==> src/rtl/uram_arb_pkg.sv <==
// Shared definitions for the uram arbiter: FSM state encoding and master IDs.
package uram_arb_pkg;

   typedef enum logic [1:0] {
      ST_IDLE  = 2'd0,
      ST_LOCK0 = 2'd1,
      ST_LOCK1 = 2'd2
   } arb_state_e;

   localparam logic M0 = 1'b0;
   localparam logic M1 = 1'b1;

endpackage

==> src/rtl/uram_arb_pick.sv <==
// Two-way picker: chooses one winner among the eligible masters using
// round-robin against rr_last, or fixed M0 priority.
module uram_arb_pick
   import uram_arb_pkg::*;
#(
   parameter int PRIO_FIXED = 0
)(
   input  logic [1:0] eligible,
   input  logic       rr_last,
   output logic       winner,
   output logic       any
);

   // Resolve the winner; on a tie the master that did not win last goes first
   always_comb begin
      winner = M0;
      any    = |eligible;
      case (eligible)
         2'b01:   winner = M0;
         2'b10:   winner = M1;
         2'b11:   winner = (PRIO_FIXED != 0) ? M0 : ~rr_last;
         default: winner = M0;
      endcase
   end

endmodule

==> src/rtl/uram_arbiter.sv <==
// Shares one uram between instruction fetch (M0) and data (M1), one access
// per cycle, with bus lock for atomic sequences and tagged read return.
module uram_arbiter
   import uram_arb_pkg::*;
#(
   parameter int READ_DELAY = 1,
   parameter int PRIO_FIXED = 0
)(
   input  logic        clk,
   input  logic        rst_n,
   input  logic        m0_req,
   input  logic        m0_we,
   input  logic        m0_lock,
   input  logic [31:0] m0_addr,
   input  logic [31:0] m0_wdata,
   output logic        m0_gnt,
   output logic        m0_rvalid,
   output logic [31:0] m0_rdata,
   input  logic        m1_req,
   input  logic        m1_we,
   input  logic        m1_lock,
   input  logic [31:0] m1_addr,
   input  logic [31:0] m1_wdata,
   output logic        m1_gnt,
   output logic        m1_rvalid,
   output logic [31:0] m1_rdata,
   output logic        ram_cs,
   output logic        ram_we,
   output logic [31:0] ram_addr,
   output logic [31:0] ram_wdata,
   input  logic [31:0] ram_rdata
);

   arb_state_e  state_r;
   arb_state_e  state_nxt_s;
   logic        rr_last_r;
   logic        pend_v_r;
   logic        pend_id_r;
   logic [1:0]  eligible_s;
   logic        winner_s;
   logic        any_s;
   logic        grant_s;
   logic        win_we_s;
   logic        win_lock_s;
   logic [31:0] win_addr_s;
   logic [31:0] win_wdata_s;

   // Restrict competition to the lock owner while a lock is held
   always_comb begin
      eligible_s = 2'b00;
      case (state_r)
         ST_IDLE:  eligible_s = {m1_req, m0_req};
         ST_LOCK0: eligible_s = {1'b0, m0_req};
         ST_LOCK1: eligible_s = {m1_req, 1'b0};
         default:  eligible_s = 2'b00;
      endcase
   end

   uram_arb_pick #(
      .PRIO_FIXED (PRIO_FIXED)
   ) u_pick (
      .eligible (eligible_s),
      .rr_last  (rr_last_r),
      .winner   (winner_s),
      .any      (any_s)
   );

   // Reset holds the uram and both grants idle even while requests are high
   assign grant_s = any_s & rst_n;

   // Select the winning master's request fields
   always_comb begin
      if (winner_s == M1) begin
         win_we_s    = m1_we;
         win_lock_s  = m1_lock;
         win_addr_s  = m1_addr;
         win_wdata_s = m1_wdata;
      end else begin
         win_we_s    = m0_we;
         win_lock_s  = m0_lock;
         win_addr_s  = m0_addr;
         win_wdata_s = m0_wdata;
      end
   end

   assign m0_gnt    = grant_s & (winner_s == M0);
   assign m1_gnt    = grant_s & (winner_s == M1);
   assign ram_cs    = grant_s;
   assign ram_we    = grant_s & win_we_s;
   assign ram_addr  = grant_s ? win_addr_s  : 32'd0;
   assign ram_wdata = grant_s ? win_wdata_s : 32'd0;

   // Lock FSM: enter on a locked grant, leave on any edge the owner drops lock
   always_comb begin
      state_nxt_s = state_r;
      case (state_r)
         ST_IDLE: begin
            if (grant_s && win_lock_s) begin
               state_nxt_s = (winner_s == M1) ? ST_LOCK1 : ST_LOCK0;
            end else begin
               state_nxt_s = ST_IDLE;
            end
         end
         ST_LOCK0: begin
            if (!m0_lock) state_nxt_s = ST_IDLE;
            else          state_nxt_s = ST_LOCK0;
         end
         ST_LOCK1: begin
            if (!m1_lock) state_nxt_s = ST_IDLE;
            else          state_nxt_s = ST_LOCK1;
         end
         default: state_nxt_s = ST_IDLE;
      endcase
   end

   // State, round-robin history and pending-read tag registers
   always_ff @(posedge clk or negedge rst_n) begin
      if (!rst_n) begin
         state_r   <= ST_IDLE;
         rr_last_r <= M1;
         pend_v_r  <= 1'b0;
         pend_id_r <= M0;
      end else begin
         state_r  <= state_nxt_s;
         pend_v_r <= (READ_DELAY != 0) && grant_s && !win_we_s;
         if (grant_s) begin
            rr_last_r <= winner_s;
            pend_id_r <= winner_s;
         end else begin
            rr_last_r <= rr_last_r;
            pend_id_r <= pend_id_r;
         end
      end
   end

   // Route read data to its owner: same cycle for async uram, else from the tag
   always_comb begin
      m0_rvalid = 1'b0;
      m1_rvalid = 1'b0;
      if (READ_DELAY == 0) begin
         m0_rvalid = grant_s & ~win_we_s & (winner_s == M0);
         m1_rvalid = grant_s & ~win_we_s & (winner_s == M1);
      end else begin
         m0_rvalid = pend_v_r & (pend_id_r == M0);
         m1_rvalid = pend_v_r & (pend_id_r == M1);
      end
      m0_rdata = m0_rvalid ? ram_rdata : 32'd0;
      m1_rdata = m1_rvalid ? ram_rdata : 32'd0;
   end

endmodule

==> config.mk <==
export PLATFORM = sky130hd
export DESIGN_NAME = uram_arbiter
export DESIGN_NICKNAME = d
export VERILOG_FILES = /design/src/rtl/uram_arb_pkg.sv /design/src/rtl/uram_arb_pick.sv /design/src/rtl/uram_arbiter.sv
export SDC_FILE = /design/constraint.sdc
export NUM_CORES = 1
export LEC_CHECK = 0
export CAP_MARGIN = 20
export CORE_AREA = 8 8 110 112
export DETAILED_ROUTE_END_ITERATION = 7
export DIE_AREA = 0 0 118 120
export PLACE_DENSITY_LB_ADDON = 0.3
export SETUP_SLACK_MARGIN = 0.05
export SLEW_MARGIN = 20
export SYNTH_ARGS = -nofsm -noshare
export SYNTH_HDL_FRONTEND = slang
export SYNTH_HIERARCHICAL = 1
export SYNTH_SLANG_ARGS = --single-unit
==> constraint.sdc <==
create_clock -name clk -period 2.8 [get_ports clk]
set_input_delay 0.42 -clock clk [delete_from_list [all_inputs] [get_ports clk]]
set_output_delay 0.42 -clock clk [all_outputs]
set_load 0.01 [all_outputs]
After elaboration in Yosys (flattened, before gate mapping)
Index checks and enable logic that the tools add are counted.
{"block": "word_totals", "output_inout_bits": 134, "ff_bits": 5}
{"block": "classes", "muxes": 15, "eq_ne": 4, "n_bitwise": 9, "n_reduce_logical": 5}
{"cell": "$mux 32", "count": 6}
{"cell": "$pmux 2 s3", "count": 2}
{"cell": "$and 1x1->1", "count": 6}
{"cell": "$eq 2x2->1 const B", "count": 3}
{"cell": "$mux 2", "count": 3}
{"cell": "$mux 1", "count": 3}
{"cell": "$not 1->1", "count": 3}
{"cell": "$eq 2x1->1 const B", "count": 1}
{"cell": "$logic_and 1x1->1", "count": 2}
{"cell": "$logic_not 2->1", "count": 1}
{"cell": "$pmux 1 s2", "count": 1}
{"cell": "$reduce_or 2->1", "count": 1}
{"cell": "$logic_not 1->1", "count": 1}

Depth between registers and ports, before layout
{"block": "depth", "depth_word": 8, "ltp_mapped": 6, "ltp_nobuf": 5}

By module
Netlist, hierarchy kept.
{"module": "uram_arbiter", "instances": 1, "area_each_um2": 1714.1, "cells_each": 237, "seq_area_each_um2": 126.4}
{"module": "uram_arb_pick", "instances": 1, "area_each_um2": 13.8, "cells_each": 2, "seq_area_each_um2": 0.0}

Least setup slack after synthesis
OpenSTA, ideal clock, no wires.
{"block": "synth_timing", "path_type": "input to output", "from": "in m1_req", "to": "out ram_addr[12]", "arrival_time_ns": 1.431, "slack_ns": 0.949, "stages": 6, "path_cell_list": "nor2b_1 a21boi_1 buf_6 buf_12 mux2i_1 nor2_1"}
{"block": "synth_via", "elab_chain_len": 5, "word_cells_on_any_way": 8, "cone_classes": "2 x eq/ne; 4 x mux; 1 x bitwise; 1 x reduce/logical"}
{"item": "start, declared", "line": "uram_arbiter.sv:19", "source": "input logic m1_req,"}
{"item": "$pmux 2 s3 *", "line": "uram_arbiter.sv:51", "source": "case (state_r)"}
{"item": "$eq 2x2->1", "line": "uram_arb_pick.sv:18", "source": "case (eligible)"}
{"item": "$pmux 1 s2 *", "line": "uram_arb_pick.sv:18"}
{"item": "net winner_s", "line": "uram_arbiter.sv:40", "source": "logic winner_s;"}
{"item": "$mux 32 *", "line": "uram_arbiter.sv:73", "source": "if (winner_s == M1) begin"}
{"item": "$mux 32 *", "line": "uram_arbiter.sv:90", "source": "assign ram_addr = grant_s ? win_addr_s : 32'd0;"}
{"item": "end, declared", "line": "uram_arbiter.sv:29", "source": "output logic [31:0] ram_addr,"}
Mark *: on every way through the listed nets, which the timed path passes. The rest lies on a longest branch.

Worst setup path after layout
{"block": "layout_timing", "from": "in m0_req", "to": "out ram_wdata[7]"}
{"block": "layout_via", "word_cells_on_any_way": 8, "cone_classes": "2 x eq/ne; 4 x mux; 1 x bitwise; 1 x reduce/logical"}
{"item": "start, declared", "line": "uram_arbiter.sv:11", "source": "input logic m0_req,"}
{"item": "$pmux 2 s3", "line": "uram_arbiter.sv:51"}
{"item": "net eligible_s[0]", "line": "uram_arbiter.sv:39", "source": "logic [1:0] eligible_s;"}
{"item": "$reduce_or 2->1", "line": "uram_arb_pick.sv:17", "source": "any = |eligible;"}
{"item": "net any_s", "line": "uram_arbiter.sv:41", "source": "logic any_s;"}
{"item": "$and 1x1->1", "line": "uram_arbiter.sv:69", "source": "assign grant_s = any_s & rst_n;"}
{"item": "$mux 32", "line": "uram_arbiter.sv:91", "source": "assign ram_wdata = grant_s ? win_wdata_s : 32'd0;"}
{"item": "end, declared", "line": "uram_arbiter.sv:30", "source": "output logic [31:0] ram_wdata,"}
The timed path passes the listed nets, and every way through them passes these cells.

==> summary.md <==
The run finished with clean final reports. Layout overhead on the synthesized area: 194%. In the synthesized netlist the dominant register cell turns out to be dfrtp_1. Across the run, the number of max-cap violations was 0. By startpoint and endpoint, the worst setup path is classified as input pin to primary output. The detail route stage leaves a number of antenna-violating nets equal to 0. The number of slew-limit violations in the final report is 0, and the proportion of layout cells with a drive suffix above 1 is 0.0591.

The average cell area after synthesis was 7.23 sq um. Synthesis instantiated 21 different standard cells from the library. In the routed design, unresolved DRC markers number 0. The floorplan step set the die height to 120 um.

The number of global-route vias before repair was 3092. Counting flops and latches in the post-synthesis netlist gives 5. The final layout contains routed wiring with a total length of 11300 um. For the total number of clock tree sinks, the log shows 5. By count the netlist is led by mux2i_1 (65), nor2_1 (65), and2_1 (34). After the last flow step, the layout net total stands at 710. The worst path needs 2.66 ns of the cycle, external delays included. The cell area after layout is 5070 sq um, and the required time of the critical path is 2.38 ns.

For the area of the mapped netlist, the log shows 1730 sq um. The power density relative to cell area was 229 nW/um^2; the synthesis warning total was 6. Yosys attributes the largest share of cell area to mux2i_1 (38%), nor2_1 (14%), and2_1 (12%). The share of synthesized flip-flops with an asynchronous set or reset is 1.00. The final-layout worst hold slack is 0.532 ns, and the largest net degree at the start of global routing is 35. Setup violations remaining at the end of the flow were counted as 0.

The run gives 17200 um as the first-pass GRT wire length. Setup repair after global routing left no endpoint under its margin. The core region is 10500 sq um.

The detail-routed via count per cell is 4.17, and the horizontal extent of the die is 118 um. The vias after detailed routing was 2840. The synthesized design spends more area on one cell type than any other, namely mux2i_1. After layout, the design draws a total of 1.16 mW. The logs give 0 for the hold violation count in the final report and 2.24 ns for the data arrival time of the critical path. 302 I/O pins were placed.

Clock skew: 0.00245 ns. During placement, the flow inserted port buffers numbering 301. The actual slew at the worst max-slew pin is 0.543 ns. In this run, the number of DRC markers left after iteration 0 of detailed routing was 82. First-pass detailed-route iteration total: 4. TritonCTS built the clock tree.

The class of the tightest hold or removal check was flop to flop. The tools report the startpoint class of the critical path as an input pin. The routability congestion estimate from global placement was 0.793; the starting density of the core was 0.164.

Clock latency on the worst-skew pair, taken at its later pin, is 0.22 ns. The final standard cell utilization of the core came out at 0.483. The initialized floorplan defines 38 standard-cell rows. The deepest level of the CTS H-tree came out at 1. Buffer cell driving the clock tree root: clkbuf_8.

For this run, the top clock speed supported by timing is 376 MHz. Summed over all layers, the global routing overflow is 0. In this run the worst path has a maximum fanout of 33. Clock-pin slew was measured on the worst setup and hold paths at 0.04 ns. The HPWL after detailed placement was 9800 um; the worst-case clock buffer depth was 2.

The tools report the total routing usage reported by global routing as 0.148. After technology mapping, the gate count stands at 239. The worst max-slew margin expressed relative to the limit is 0.637, and the area share of the leading cell type in the synthesized netlist is 0.377. The count of flip-flops with a built-in enable after synthesis was 0.

The run gives 681 as the final cell count without fillers. The initial antenna violation count is 0. The area of placed instances was 4890 sq um. The tools report the critical path endpoint category as a primary output. Fraction of the cycle the final worst path needs: 0.950. For this design the static power due to leakage is 2.57 nW. Share of synthesized area occupied by flip-flops and latches: 0.0731. The repair_antennas step left the layout with diodes totalling 0. The highest ir drop seen on vdd is 0.130 mV, and the average detailed-routed wire length per instance is 16.7 um. The floorplan step defined a die boundary enclosing 14200 sq um.

For the number of buffers created by CTS, the log shows 3. When the netlist entered floorplanning its net count stood at 407. The cell count after placement was 669.
-- layout make-up --
| class | instances | area, sq um |
|---|---|---|
| fillers | 1002 | 5430 |
| inverters | 3 | 11.3 |
| well taps | 140 | 175 |
| flip-flops and latches | 5 | 126 |
| repair buffers | 321 | 3290 |
| multi-input cells | 208 | 1430 |
| clock buffers | 4 | 45.0 |
-- state kept, by name, indices dropped and copies added, names as in the netlist --
register   cells
pend_v_r       1
rr_last_r      1
state_r        2
pend_id_r      1
-- worst max-delay path, stage by stage --
cell and delay (ns):
clkdlybuf4s50_1 0.45, nor2b_2 0.20, or2_1 0.18, nand2_2 0.11
buf_12 0.18, nor2_1 0.12, clkdlybuf4s50_1 0.58
-- where the power goes --
| group | internal (mW) | total, mW | leakage [nW] | switching, mW |
|---|---|---|---|---|
| Combinational | 0.576 | 0.936 | 2.49 | 0.360 |
| Clock | 0.0976 | 0.131 | 0.0228 | 0.0338 |
| Sequential | 0.0840 | 0.0932 | 0.0633 | 0.00922 |
| Total | 0.758 | 1.16 | 2.57 | 0.403 |
-- metal layers --
metal / GRT usage / up-vias / wire length (um)
met1: 0.139 / 1266 / 3880
met5: 0 / - / 0
met3: 0.0648 / 4 / 1250
li1: - / 1406 / -
met2: 0.294 / 164 / 6150
met4: 0.0264 / 0 / 71
-- placed cells by master, fill, tap and decap left out, drive strengths merged --
| master | synthesis | layout |
|---|---|---|
| clkbuf | 14 | 4 |
| dlygate4sd2 | 0 | 32 |
| mux2i | 65 | 65 |
| and3b | 1 | 1 |
| nand2 | 1 | 1 |
| or2 | 1 | 1 |
| o211a | 2 | 2 |
| inv | 3 | 3 |
| buf | 9 | 19 |
| dfrtp | 4 | 4 |
| nor2 | 65 | 65 |
| dfstp | 1 | 1 |
| a21boi | 1 | 1 |
| clkdlybuf4s50 | 0 | 243 |
| a21o | 2 | 2 |
| and3 | 33 | 33 |
| clkdlybuf4s15 | 0 | 7 |
| bufbuf | 0 | 1 |
| dlymetal6s2s | 0 | 19 |
| nor2b | 3 | 3 |
| and2 | 34 | 34 |
-- path summary, 6_finish.rpt --
check | startpoint | end | slack, ns | depth (start not counted)
max | m0_req | ram_wdata[7] | 0.14 | 7
min | rr_last_r$_DFFE_PN1P_ | rr_last_r$_DFFE_PN1P_ | 0.53 | 1
max reg2reg | state_r[0]$_DFF_PN0_ | pend_v_r$_DFF_PN0_ | 1.11 | 8
min reg2reg | rr_last_r$_DFFE_PN1P_ | rr_last_r$_DFFE_PN1P_ | 0.53 | 1
max in group asynchronous | rst_n | rr_last_r$_DFFE_PN1P_ | 2.05 | 2
min in group asynchronous | rst_n | state_r[1]$_DFF_PN0_ | 0.55 | 2
-- cell families (layout without fill, tap and decap cells) --
logic type / Yosys count / in the layout / synth area share
AND/OR/NAND/NOR: 138 / 138 / 0.411
flip-flops: 5 / 5 / 0.0731
AO/OA/AOI/OAI: 5 / 5 / 0.0246
multiplexers: 65 / 65 / 0.377
buffers and inverters: 26 / 328 / 0.114
-- per-stage QoR --
step           setup TNS [ns]  setup slack (ns)
3_3_place_gp           -0.117           -0.0569
3_5_place_dp           -0.406            -0.101
2_1_floorplan               0             0.949
4_1_cts              -0.00823          -0.00823
5_1_grt                     0            0.0518
6_report                    0             0.140
-- what timing repair did --
action	CTS	global route
gates cloned	2	0
setup buffers	6	0
hold buffers	0	0
gates resized for setup	43	30
setup endpoints to repair	55	35
(Power assumes the default switching activity.)
